<file path="src/rtl/seq_signed_multiplier.sv">
// Purpose : signed WIDTH x WIDTH multiplier, one shift-add step per clock, sign-magnitude core.
// Latency : done pulses WIDTH+1 cycles after an accepted start (fewer with SEQ_MULT_EARLY_EXIT_EN).
// Backpr. : ready=0 while busy; start and operands are ignored (not queued) until ready returns.
// Optional: SEQ_MULT_EARLY_EXIT_EN stops iterating once the remaining multiplier magnitude is zero.
module seq_signed_multiplier #(
    parameter int WIDTH = 8
) (
    input  logic                 sys_clk,
    input  logic                 rst,
    input  logic                 start,
    input  logic [WIDTH-1:0]     multiplicand,
    input  logic [WIDTH-1:0]     multiplier,
    output logic                 ready,
    output logic                 done,
    output logic [2*WIDTH-1:0]   product,
    output logic                 sign
);

    // Iteration counter must be able to reach WIDTH itself.
    localparam int CW = $clog2(WIDTH) + 1;

    typedef enum logic [1:0] {
        S_IDLE,
        S_CALC,
        S_DONE
    } state_t;

    state_t             state;
    logic [2*WIDTH-1:0] shf_a;     // |A| pre-shifted by the current iteration index
    logic [WIDTH-1:0]   mag_b;     // remaining (right-shifted) |B|
    logic [2*WIDTH-1:0] acc;
    logic               neg;
    logic [CW-1:0]      iter;

    logic [WIDTH-1:0]   abs_a;
    logic [WIDTH-1:0]   abs_b;
    logic               last_iter;

    // Operand magnitudes; -2^(W-1) maps to 2^(W-1), which still fits unsigned WIDTH bits.
    always_comb begin
        abs_a = multiplicand[WIDTH-1] ? ({WIDTH{1'b0}} - multiplicand) : multiplicand;
        abs_b = multiplier[WIDTH-1]   ? ({WIDTH{1'b0}} - multiplier)   : multiplier;
    end

    // Decide whether the iteration being performed this cycle is the final one.
    always_comb begin
`ifdef SEQ_MULT_EARLY_EXIT_EN
        last_iter = (iter == CW'(WIDTH - 1)) || (mag_b[WIDTH-1:1] == '0);
`else
        last_iter = (iter == CW'(WIDTH - 1));
`endif
    end

    // Control FSM and datapath; all outputs registered.
    always_ff @(posedge sys_clk) begin
        if (rst) begin
            state   <= S_IDLE;
            ready   <= 1'b1;
            done    <= 1'b0;
            product <= '0;
            sign    <= 1'b0;
            shf_a   <= '0;
            mag_b   <= '0;
            acc     <= '0;
            neg     <= 1'b0;
            iter    <= '0;
        end else begin
            done <= 1'b0;
            case (state)
                S_IDLE: begin
                    if (start) begin
                        shf_a <= {{WIDTH{1'b0}}, abs_a};
                        mag_b <= abs_b;
                        neg   <= multiplicand[WIDTH-1] ^ multiplier[WIDTH-1];
                        acc   <= '0;
                        iter  <= '0;
                        ready <= 1'b0;
                        state <= S_CALC;
                    end
                end
                S_CALC: begin
                    if (mag_b[0]) begin
                        acc <= acc + shf_a;
                    end
                    shf_a <= shf_a << 1;
                    mag_b <= mag_b >> 1;
                    iter  <= iter + CW'(1);
                    if (last_iter) begin
                        state <= S_DONE;
                    end
                end
                S_DONE: begin
                    product <= neg ? ('0 - acc) : acc;
                    sign    <= neg & (|acc);
                    done    <= 1'b1;
                    ready   <= 1'b1;
                    state   <= S_IDLE;
                end
                default: begin
                    state <= S_IDLE;
                    ready <= 1'b1;
                end
            endcase
        end
    end

endmodule

</file>
<file path="config.mk">
export PLATFORM = sky130hd
export DESIGN_NAME = seq_signed_multiplier
export DESIGN_NICKNAME = d
export VERILOG_FILES = /design/src/rtl/seq_signed_multiplier.sv
export SDC_FILE = /design/constraint.sdc
export NUM_CORES = 1
export LEC_CHECK = 0
export ABC_AREA = 1
export CAP_MARGIN = 20
export CORE_ASPECT_RATIO = 2
export CORE_MARGIN = 3
export CORE_UTILIZATION = 31
export CTS_CLUSTER_SIZE = 28
export DETAILED_ROUTE_END_ITERATION = 10
export PLACE_DENSITY_LB_ADDON = 0.1
export SYNTH_ARGS = -nofsm -noshare
export SYNTH_HDL_FRONTEND = slang
export SYNTH_SLANG_ARGS = --single-unit
</file>
<file path="constraint.sdc">
create_clock -name sys_clk -period 1.7 [get_ports sys_clk]
set_input_delay 0.34 -clock sys_clk [delete_from_list [all_inputs] [get_ports sys_clk]]
set_output_delay 0.34 -clock sys_clk [all_outputs]
set_load 0.005 [all_outputs]
</file>
==> flow_summary.yaml <==
place:
  gp_congestion: 0.8784
  dp.cells: 839
  portBuffers: 37
  placement.cell_area_um2: 5052
  dp_worst_setup_slack_ps: -203.7
  hpwlAfterDp_mm: 10.42
synth:
  syn_avg_cell_area_um2: 6.750
  synthesis.yosys.warnings: 0
  yosysMostFrequentCell: "nand2_1"
  synth_seq_area_share_pct: 31.93
  synth_cells: 613
  synth_largest_area_cell: "dfxtp_1"
  synth_edf_count: 0
  ys_async_sr_fraction_pct: 0
  synthesis.nets: 652
  synth_cell_type_count: 44
  leading_post_synthesis_cells_by_instance_count: "nand2_1, inv_1, dfxtp_1"
  synth_area_um2: 4138
  yosys-top-cells-area: "dfxtp_1, nand2_1, inv_1"
  ys.flop_type: "dfxtp_1"
  yosys_register_bits: 66
  post-synth-top-area-fraction_pct: 31.93
floorplanning:
  die_h_um: 169.4
  coreArea_um2: 13070
  die_area_um2: 14850
  rows: 59
  chipWidth_um: 87.69
  io_pins: 38
  start_util_pct: 31.67
clock_network:
  cts.sink_count: 66
  clock_tree.root_cell: "clkbuf_16"
  tritoncts.num_buffers: 9
  cts.clk_slew.worst_paths_ps: 60
  tritoncts: "yes"
  cts-root-to-sink-buffers: 2
  worstSkewPairLatency_ps: 340
  cts_stage_hold_buffer_count: 0
  cts_max_level: 3
global_routing:
  grt_total_usage_pct: 18.28
  globalRoute.busiestLayer: "met2"
  grt_max_degree: 24
  antenna_found_initial: 0
  global_route.usage.met2_pct: 36.79
  grt_util_met3_pct: 2.770
  global_route_wire_length_before_repair_mm: 20.54
  grt_pass1_vias: 4243
  overflow: 0
  groute.layer.met1.usage_pct: 16.24
cells_and_area:
  area.growth.synth_to_final_pct: 35.29
  final_net_count: 739
  stdcell_count: 857
  final_layout_size_suffix_gt1_share_pct: 22.13
  fin_area_um2: 5598
  antenna_cells_inserted: 0
  fillCellCount: 1351
  final_core_utilization_pct: 42.84
flow_run:
  cap_viol_max_count: 0
drt:
  drtAntennaViolNets: 0
  via_per_inst: 4.942
  dr_total_vias: 4235
  drc: 0
  starting_drt_drc_count: 174
  routed_wire_length_per_instance_um: 15.28
  drt-total-wl_mm: 13.10
  drtPass1Iterations: 4
worst_hold_path:
  timing.hold.worst.start: "rst"
  min_to: "product[15]"
  min_delay_path_depth: 4
  holdCritPathClass: "input pin to flop"
sta:
  hold-worst-slack_ps: 447.4
  fin_tns_setup_ps: 0
  final_number_of_setup_violating_endpoints: 0
  maxSlewViolCount: 0
  final_min_period_over_clock_period_pct: 96.34
  hold_viol_final: 0
  fmax_mhz: 610.6
  unrepaired_setup_endpoints_after_global_routing: "yes"
  tightest_slew_ps: 344.6
  final_critical_path_setup_slack_ps: 62.15
  finClkSkew_ps: 6.677
  relSlewSlack_pct: 76.99
  timing.final.crit_period_ps: 1638
pwr:
  power_report.internal_total_mw: 3.026
  share_comb_of_total_power_pct: 15.4
  seqPwrFrac_pct: 39.2
  leakage_power_nw: 2.491
  totalPowerFinal_mw: 4.191
  clockPowerShare_pct: 45.5
  p_switching_mw: 1.165
  peakVddDrop_mv: 0.5173
  sw_frac_of_total_pct: 27.80
  powerDensity_nw_per_um2: 748.7
status:
  run_status: "completed"
critical_path:
  setup.worst_path.start_class: "flop"
  worst-endpoint-arrival_ps: 1860
  worst_r2r_start: "acc[0]"
  worst-setup-path-type: "flop to flop"
  r2r_end: "acc[12]"
  critical_path_peak_fanout: 3
  ff2ff_setup_slack_ps: 60
  worstSetupEndpointType: "flop"
  worstPathRequired_ps: 1920
  rr_worst_depth: 12
-- layout by cell type (no fill, tap or decap), types with 4 or more instances in the layout --
cell type | netlist | routed
nand2_1 | 152 | 145
inv_1 | 86 | 83
dfxtp_1 | 66 | 62
nor2_1 | 60 | 59
buf_4 | 2 | 54
a21oi_1 | 43 | 38
clkdlybuf4s50_1 | 0 | 36
nand3_1 | 34 | 27
o21ai_0 | 27 | 26
nand3_2 | 9 | 14
a22oi_1 | 11 | 11
xor2_1 | 10 | 10
nand4_1 | 9 | 9
a21oi_2 | 4 | 9
clkbuf_16 | 0 | 9
inv_2 | 5 | 8
ha_1 | 19 | 8
nand2_2 | 1 | 7
a31oi_1 | 7 | 7
ha_4 | 0 | 7
nor3_2 | 0 | 5
o21ai_1 | 4 | 5
nand3b_1 | 5 | 5
o22ai_1 | 4 | 4
clkinv_4 | 1 | 4
ha_2 | 0 | 4
dfxtp_2 | 0 | 4
buf_12 | 0 | 4
-- state kept, by name, indices dropped and copies added (netlist names) --
register  count
done          1
sign          1
shf_a        16
product      16
neg           1
ready         1
iter          4
acc          16
mag_b         8
state         2
-- power groups by stage --
stage / logic (mW) / clock network, mW / registers [mW]
final: 0.644 / 1.90 / 1.64
after global routing: 0.711 / 2.00 / 1.65
after CTS: 0.631 / 1.95 / 1.64
after detailed placement: 0.627 / 0 / 1.67
after global placement: 0.623 / 0 / 1.67
after floorplan: 0.370 / 0 / 1.66
-- what timing repair did --
item                       CTS  global route
setup buffers                2             0
pin swaps                    0             5
setup endpoints to repair    6            16
gates resized for setup      8            42
hold endpoints to repair     0             0
-- worst max-delay path, cell delays in order, from the launching register on --
cell and delay, ps:
dfxtp_2 350, ha_4 140, inv_2 30, fa_2 340, inv_2 80, nand3_2 70
nand3_2 90, buf_6 120, nand3_4 60, nand3_2 90, nand2_2 50, nand3_2 50
a21oi_2 50
-- metal layers --
metal,vias up,wire length [um]
met5,-,0
met4,0,646
met3,34,274
met2,70,7790
met1,1965,4387
li1,2166,-
-- logic make-up after synthesis --
kind of cell               count (synthesis)  synth area share, %
buffers and inverters                    113                11.61
and+or+nand+nor                          293                31.87
xor gates and xnor gates                  13                2.752
adders and majority gates                 20                6.229
AOI/OAI and AO/OA                        108                15.60
DFF                                       66                31.93
-- final cells by class --
cell class                      instances  area, um2  share of cell area, %
Clock inverter                          7      77.57                  1.386
Sequential cell                        66       1326                  23.69
Multi-Input combinational cell        434       2560                  45.73
Clock buffer                            9      225.2                  4.023
Tap cell                              152      190.2                  3.397
Timing Repair Buffer                   96      862.1                  15.40
Inverter                               93      356.6                  6.370
-- how the worst max path moves through the flow --
stage / endpoint / cells past startpoint / slack, ps / start
after floorplan: acc[8] / 10 / 7 / acc[0]
after global placement: shf_a[0] / 8 / -200 / start
after detailed placement: shf_a[0] / 8 / -200 / start
after CTS: acc[13] / 10 / 6 / shf_a[11]
after global routing: acc[12] / 12 / -30 / acc[0]
final: acc[12] / 12 / 60 / acc[0]
Power figures use the tool's default switching activity.
